`config.mk`:
```
export PLATFORM = sky130hd
export DESIGN_NAME = reg_track_sel_pipe
export DESIGN_NICKNAME = d
export VERILOG_FILES = /design/src/rtl/reg_ts_pkg.sv /design/src/rtl/reg_scoreboard.sv /design/src/rtl/reg_track_sel_pipe.sv
export SDC_FILE = /design/constraint.sdc
export NUM_CORES = 1
export LEC_CHECK = 0
export CORE_MARGIN = 2
export CORE_UTILIZATION = 40
export DETAILED_ROUTE_END_ITERATION = 7
export HOLD_SLACK_MARGIN = 0.08
export PLACE_DENSITY = 0.68
export SLEW_MARGIN = 5
export SYNTH_ARGS = -nofsm -noshare
export SYNTH_HDL_FRONTEND = slang
export SYNTH_SLANG_ARGS = --single-unit
```
`constraint.sdc`:
```
create_clock -name clk -period 2.7 [get_ports clk]
set_input_delay 0.405 -clock clk [delete_from_list [all_inputs] [get_ports clk]]
set_output_delay 0.405 -clock clk [all_outputs]
set_load 0.01 [all_outputs]
```
`src/rtl/reg_ts_pkg.sv`:
```
// reg_ts_pkg: shared track constants and decoded-entry type for the register track selector
package reg_ts_pkg;
  localparam int RA_W = 2;
  localparam logic TRACK_RR = 1'b1;
  localparam logic TRACK_RRW = 1'b0;
  typedef struct packed {
    logic [RA_W-1:0] r1;
    logic [RA_W-1:0] r2;
    logic [RA_W-1:0] rw;
    logic rwEn;
  } decEntry_t;
endpackage

```
`src/rtl/reg_scoreboard.sv`:
```
// reg_scoreboard: per-register pending-write counters with busy vector and sticky underflow error
module reg_scoreboard #(
  parameter int RA_W = 2,
  parameter int CNT_W = 2
) (
  input  logic clk,
  input  logic rst,
  input  logic inc,
  input  logic [RA_W-1:0] incAddr,
  input  logic dec,
  input  logic [RA_W-1:0] decAddr,
  output logic [2**RA_W-1:0] busy,
  output logic err
);
  localparam int NREG = 2**RA_W;
  logic [CNT_W-1:0] pend [NREG];
  logic decHit;
  assign decHit = dec && pend[decAddr] != '0;
  always_comb begin
    busy = '0;
    for (int i = 0; i < NREG; i++) busy[i] = pend[i] != '0;
  end
  // An inc and a dec on the same register cancel, leaving the count unchanged.
  always_ff @(posedge clk) begin
    if (rst) begin
      for (int i = 0; i < NREG; i++) pend[i] <= '0;
      err <= 1'b0;
    end else begin
      for (int i = 0; i < NREG; i++)
        pend[i] <= pend[i] + CNT_W'(inc && incAddr == RA_W'(i)) - CNT_W'(decHit && decAddr == RA_W'(i));
      err <= err || (dec && !decHit);
    end
  end
endmodule

```
`src/rtl/reg_track_sel_pipe.sv`:
```
// reg_track_sel_pipe: registered register-track decoder with scoreboard stalls.
// REG_TS_ZERO_REG_EN hardwires register 0 (never written, read or tracked).
module reg_track_sel_pipe import reg_ts_pkg::*; #(
  parameter int RA_W = 2,
  parameter int CNT_W = 2
) (
  input  logic clk,
  input  logic rst,
  input  logic in_valid,
  output logic in_ready,
  input  logic track_select,
  input  logic [RA_W-1:0] r_alpha,
  input  logic [RA_W-1:0] r_beta,
  input  logic [RA_W-1:0] r_gamma,
  output logic out_valid,
  input  logic out_ready,
  output logic [RA_W-1:0] r1,
  output logic [RA_W-1:0] r2,
  output logic [RA_W-1:0] rw,
  output logic rw_en,
  input  logic wb_valid,
  input  logic [RA_W-1:0] wb_addr,
  output logic hazard,
  output logic err
);
  localparam int NREG = 2**RA_W;
  logic [RA_W-1:0] dR1, dR2, dRw;
  logic dRwEn, accept, decEn;
  logic [NREG-1:0] busy, busyEff;
  always_comb begin
    dR1 = track_select == TRACK_RR ? r_alpha : r_beta;
    dR2 = track_select == TRACK_RR ? r_beta : r_gamma;
    dRw = track_select == TRACK_RR ? '0 : r_alpha;
`ifdef REG_TS_ZERO_REG_EN
    dRwEn = track_select == TRACK_RRW && r_alpha != '0;
    decEn = wb_valid && wb_addr != '0;
    busyEff = {busy[NREG-1:1], 1'b0};
`else
    dRwEn = track_select == TRACK_RRW;
    decEn = wb_valid;
    busyEff = busy;
`endif
    hazard = in_valid && (busyEff[dR1] || busyEff[dR2] || (dRwEn && busyEff[dRw]));
    in_ready = !hazard && (!out_valid || out_ready);
    accept = in_valid && in_ready;
  end
  always_ff @(posedge clk) begin
    if (rst) begin
      out_valid <= 1'b0;
      r1 <= '0;
      r2 <= '0;
      rw <= '0;
      rw_en <= 1'b0;
    end else if (accept) begin
      out_valid <= 1'b1;
      r1 <= dR1;
      r2 <= dR2;
      rw <= dRw;
      rw_en <= dRwEn;
    end else if (out_ready) begin
      out_valid <= 1'b0;
    end
  end
  reg_scoreboard #(.RA_W(RA_W), .CNT_W(CNT_W)) uSb (
    .clk(clk),
    .rst(rst),
    .inc(accept && dRwEn),
    .incAddr(dRw),
    .dec(decEn),
    .decAddr(wb_addr),
    .busy(busy),
    .err(err)
  );
endmodule

```
==> results.toml, run 1 <==
[sta]
setup_violations = 0
period_share_pct = 97.8
fmaxAchievable_ghz = 0.379
slew_headroom_pct = 64.2
hold_viol = 0
tightest_slew_ns = 0.536
finalCriticalPeriod_ns = 2.64
worst_slack_ns = 0.0599
maxSlewViolCount = 0
clock_skew_ns = 0.0120

[worst_setup_path]
critical_path_required_ns = 2.86
cpMaxStageDelayCell = "clkdlybuf4s50_1"
ff2ff_setup_slack_ns = 0.12
r2r-end = "uSb.pend[3][1]"
worstPathCellList = "clkdlybuf4s50_1, nor2b_1, nor2b_1, nand4_4, buf_6, or3_4, ha_4, inv_1, ha_2, xor2_1, xnor2_1, nor2_1"
crit_top_cell = "nor2b_1"
crit_arrival_ns = 2.80
r2r_start = "uSb.pend[2][1]"
crit_path_end_kind = "flop"
crit_type = "input pin to flop"
critPathLaunchType = "input pin"
critPathMaxFanout = 3
slowest_delay_ns = 0.46
worstRegToRegCells = 12

[power_and_ir_drop]
vdd_ir_drop_max_mv = 0.296
powerDensity_mw_per_mm2 = 403
leakage_uw = 0.000714

[job]
max_cap_violations = 0

[routing]
drc = 0
totalWireLength_mm = 2.54
drt_iter0_markers = 14
wire_per_inst_um = 14.1
postRouteAntennaNets = 0
vias = 906
firstDrtPassIters = 6
via_per_inst = 5.03

[layout]
final_cell_mix = "dfxtp_1, buf_4, clkdlybuf4s50_1, nor2b_1, nor2_1"
fill_cells = 243
drive_above_1_share_pct = 32.2
multiInputGateArea_um2 = 806
final_common_cell = "dfxtp_1"
final_cell_area_mm2 = 0.00161
syn_to_final_growth_pct = 45.8
seq_area_um2 = 340
antennaDiodeCount = 0
post-route-util_pct = 59.9
layout.nets = 172

[worst_hold_path]
hold_depth = 2
min_from = "rw[1]"
whs_endpoint = "rw[1]"
worst_hold_path_type = "flop to flop"

[grt]
grt_pass1_wl_mm = 4.30
overflow = 0
grt_max_degree = 17
grt_use_total_pct = 17.5
antenna_found_initial = 0
grt_pass1_vias = 976

[logic_synthesis]
synth_nets = 129
synthCells = 107
async_flop_share_pct = 0
seq_area_frac_synth_pct = 30.8
ys.flop_type = "dfxtp_1"
synth.avg_cell_area_um2 = 10.3
yosysUniqueCellTypes = 30
synth-warning-count = 0
ys_ff_latch = 17
netlist_area_mm2 = 0.00110
synth_edf_count = 0

[clock_network]
clk_pin_slew_worst_paths_ns = 0.10
clock_latency_ns = 0.29
ctsLongestPathBuffers = 2
cts_root_buffer = "clkbuf_4"
htree_levels = 1
cts_sinks = 17
cts_buffers = 3
cts_hold_buf = 0
cts_tree = "done"

[floorplanning]
placementRows = 19
die_h_um = 56.5
ios = 25
core-area_mm2 = 0.00269
design.die.area_mm2 = 0.00320
start_util_pct = 41.1
fp.dieW_um = 56.5

[placement]
io_buffers = 24
place_congestion = 0.872
post-place-ws_ns = -0.497
hpwlAfterDp_mm = 1.85
dpl_cell_area_mm2 = 0.00144

[run_status]
outcome = "finished clean"
==> routing by layer <==
metal	global-route usage, %	vias up	routed length [um]
met1	18.9	431	1010
met3	2.76	4	126
met2	32.9	23	1360
li1	-	448	-
met5	0	-	0
met4	7.82	0	45
==> worst max-delay path, delay by kind of cell <==
family	cells	cell delay (ns)
xor+xnor	2	0.34
simple gates	5	0.99
fa+ha+maj	2	0.42
buf+inv	3	0.64
==> area by class of cell <==
| cell class | instances | share of cell area [%] |
|---|---|---|
| Clock buffer | 4 | 1.63 |
| Inverter | 6 | 1.40 |
| Multi-Input combinational cell | 80 | 50.1 |
| Sequential cell | 17 | 21.2 |
| Tap cell | 31 | 2.41 |
| Timing Repair Buffer | 42 | 23.3 |
==> worst max path at each step <==
stage / to / from / slack, ns
floorplan: uSb.pend[1][1] / track_select / 0.01
global placement: uSb.pend[2][1] / track_select / -0.39
detailed placement: uSb.pend[2][1] / track_select / -0.50
CTS: uSb.pend[2][1] / r_gamma[1] / 0.006
global route: uSb.pend[3][1] / r_alpha[1] / -0.005
finish: uSb.pend[3][1] / out_ready / 0.06
==> per-stage QoR <==
step | cells | hold slack [ns] | TNS, ns | total power, uW
4_1_cts | 179 | 0.500 | 0 | 642
3_3_place_gp | 169 | 0.456 | -2.58 | 475
5_1_grt | 180 | 0.526 | -0.00521 | 686
3_5_place_dp | 169 | 0.474 | -3.44 | 482
2_1_floorplan | 107 | 0.485 | 0 | 394
6_report | 180 | 0.492 | 0 | 648
==> flip-flops by register name, indices dropped and copies added (netlist names) <==
register   count
r2             2
rw_en          1
rw             2
r1             2
out_valid      1
uSb.pend       8
uSb.err        1
==> cell families (layout without fill, tap and decap cells) <==
kind of cell             after synthesis  in the layout  share of synthesized area (%)
flip-flops                            17             17                           30.8
buffers and inverters                 10             52                           4.76
adder cells (fa/ha/maj)                8              8                           9.07
AND/OR/NAND/NOR                       44             44                           22.0
multiplexers                          17             17                           25.3
XOR/XNOR                               8              8                           6.35
AO/OA/AOI/OAI                          3              3                           1.70
==> power by group <==
part / total, uW / internal, uW / switching [uW]
combinational: 226 / 133 / 92.9
sequential: 279 / 269 / 11.0
clock: 143 / 57.4 / 85.1
total: 648 / 459 / 189
==> what timing repair did <==
action                     in CTS  in global routing
pin swaps                       5                  8
resized for setup              23                 14
setup endpoints to repair       6                  4
buffers inserted                6                  2
==> Yosys cell counts, drive strengths merged, types with 2 or more instances <==
master  instances  share of area (%)
nor2b          12                6.8
nor2           16                5.4
mux4            3                6.5
dfxtp          17                 31
xnor2           4                3.2
mux2            6                8.2
inv             6                2.0
buf             3                2.4
mux2i           8                 11
ha              8                9.1
a21oi           2               0.91
xor2            4                3.2
or3             2                1.1
nand2b          2                1.1
nand2           2               0.68
Power figures use the tool's default switching activity.
==> inputs of run 2 (changes only) <==
--- a/config.mk
+++ b/config.mk
@@ -8,7 +8,6 @@
 export CORE_MARGIN = 2
 export CORE_UTILIZATION = 40
 export DETAILED_ROUTE_END_ITERATION = 7
-export HOLD_SLACK_MARGIN = 0.08
 export PLACE_DENSITY = 0.68
 export SLEW_MARGIN = 5
 export SYNTH_ARGS = -nofsm -noshare
==> results of run 2 <==
The final DEF is identical to that of run 1; final timing and power are the same.
==> inputs of run 3 (changes only) <==
--- a/config.mk
+++ b/config.mk
@@ -7,6 +7,7 @@
 export LEC_CHECK = 0
 export CORE_MARGIN = 2
 export CORE_UTILIZATION = 40
+export CTS_CLUSTER_SIZE = 12
 export DETAILED_ROUTE_END_ITERATION = 7
 export PLACE_DENSITY = 0.68
 export SLEW_MARGIN = 5
==> constraint.sdc (replaced) <==
create_clock -name clk -period 2.7 [get_ports clk]
set_input_delay 0.405 -clock clk [delete_from_list [all_inputs] [get_ports clk]]
set_output_delay 0.405 -clock clk [all_outputs]
set_load 0.02 [all_outputs]
==> results.toml, run 3 (synthesized netlist as in run 1, its figures left out) <==
[placement]
io_buffers = 24
dp.cells = 171
hpwlAfterDp_mm = 1.78
place_congestion = 0.810
dpl_cell_area_mm2 = 0.00145

[grt]
grt_pass1_vias = 919
antenna_found_initial = 0
overflow = 0
grt_use_total_pct = 15.9
grt_pass1_wl_mm = 3.95
grt_max_degree = 18

[worst_setup_path]
path_delay_family = "buffers and inverters"
worstPathCellList = "clkdlybuf4s50_1, mux2i_1, buf_4, mux2i_4, nand4_2, buf_6, or3_4, ha_1, inv_1, ha_2, xor2_1, xnor2_1, nor2_1"
critPathMaxFanout = 3
cp_num_buf_inv = 4
critical_path_required_ns = 2.87
crit_arrival_ns = 2.78
crit_type = "input pin to flop"
critPathLaunchType = "input pin"
crit_path_end_kind = "flop"
slowest_delay_ns = 0.41
cpMaxStageDelayCell = "clkdlybuf4s50_1"

[sta]
finalCriticalPeriod_ns = 2.61
slew_headroom_pct = 59.6
fmaxAchievable_ghz = 0.383
period_share_pct = 96.6
tightest_slew_ns = 0.605
hold_viol = 0
whs_ns = 0.484
setup_violations = 0
setup_tns_ns = 0
clock_skew_ns = 0.00700
maxSlewViolCount = 0

[routing]
totalWireLength_mm = 2.40
wire_per_inst_um = 13.2
firstDrtPassIters = 4
vias = 925
drt_iter0_markers = 23
drc = 0
postRouteAntennaNets = 0
via_per_inst = 5.08

[floorplanning]
placementRows = 19
core-area_mm2 = 0.00269
ios = 25
die_h_um = 56.5
design.die.area_mm2 = 0.00320
fp.dieW_um = 56.5
start_util_pct = 41.1

[run_status]
outcome = "finished clean"

[layout]
layout.nets = 174
final_common_cell = "buf_4"
final_cell_area_mm2 = 0.00159
final_cell_mix = "buf_4, dfxtp_1, clkdlybuf4s50_1, nor2b_1, nor2_1"
instances_no_fill = 182
drive_above_1_share_pct = 30.5
syn_to_final_growth_pct = 43.9
antennaDiodeCount = 0
largest_reg_flops = 8
top_register = "uSb.pend"
post-route-util_pct = 59.1

[clock_network]
clk_pin_slew_worst_paths_ns = 0.11
cts_hold_buf = 0
cts_tree = "done"
cts_buffers = 3
cts_root_buffer = "clkbuf_4"
htree_levels = 1
cts_sinks = 17
ctsLongestPathBuffers = 2
clock_latency_ns = 0.30

[power_and_ir_drop]
vdd_ir_drop_max_mv = 0.318
leakage_uw = 0.000728
powerDensity_mw_per_mm2 = 413

[job]
max_cap_violations = 0

[worst_hold_path]
worst_hold_path_type = "flop to flop"
==> run 3: layout make-up <==
class,instances,area [um2]
flip-flops and latches,17,340
repair buffers,44,399
well taps,31,38.8
clock buffers,3,22.5
clock inverters,1,5.00
multi-input cells,80,759
fillers,250,1100
inverters,6,22.5
==> run 3: worst paths after layout <==
check | from | depth (start not counted) | end | slack [ns]
min | rw[1] | 2 | rw[1] | 0.48
max | r_gamma[1] | 13 | uSb.pend[3][1] | 0.09
min reg2reg | rw[1] | 2 | rw[1] | 0.48
max reg2reg | uSb.pend[3][1] | 12 | uSb.pend[3][1] | 0.17
==> run 3: what timing repair did <==
action                                  in CTS  in global routing
endpoints found under the setup margin       6                  4
buffers inserted                             5                  2
gates resized for setup                     16                 10
pin swaps                                    5                  4
==> run 3: per-layer routing <==
layer  part of all wire [%]  track usage, %  wire length (um)  vias up
met5                      0               0                 0        -
met2                     49            27.4              1180       25
met1                     44            18.9              1050      439
li1                       -               -                 -      457
met3                    5.0            3.00               119        4
met4                    1.6            7.14                38        0
==> run 3: power breakdown <==
part | total [uW] | internal, uW | switching (uW)
clock network | 142 | 55.2 | 86.5
logic | 235 | 134 | 101
registers | 279 | 269 | 10.7
total | 655 | 458 | 198
==> run 3: through the flow <==
stage                     worst slack [ns]  total power, uW
after floorplan                    0.00990              407
after global placement              -0.427              493
after detailed placement            -0.504              497
after CTS                          0.00193              653
after global routing               -0.0145              695
final                               0.0922              655
==> run 3: worst register-to-register path: cells and delay by family (launching register included) <==
kind	cells	cell delay [ns]
multiplexers	1	0.24
AND/OR/NAND/NOR	5	0.87
buffers and inverters	2	0.19
adder cells (fa/ha/maj)	2	0.43
flip-flops	1	0.36
XOR/XNOR	2	0.33
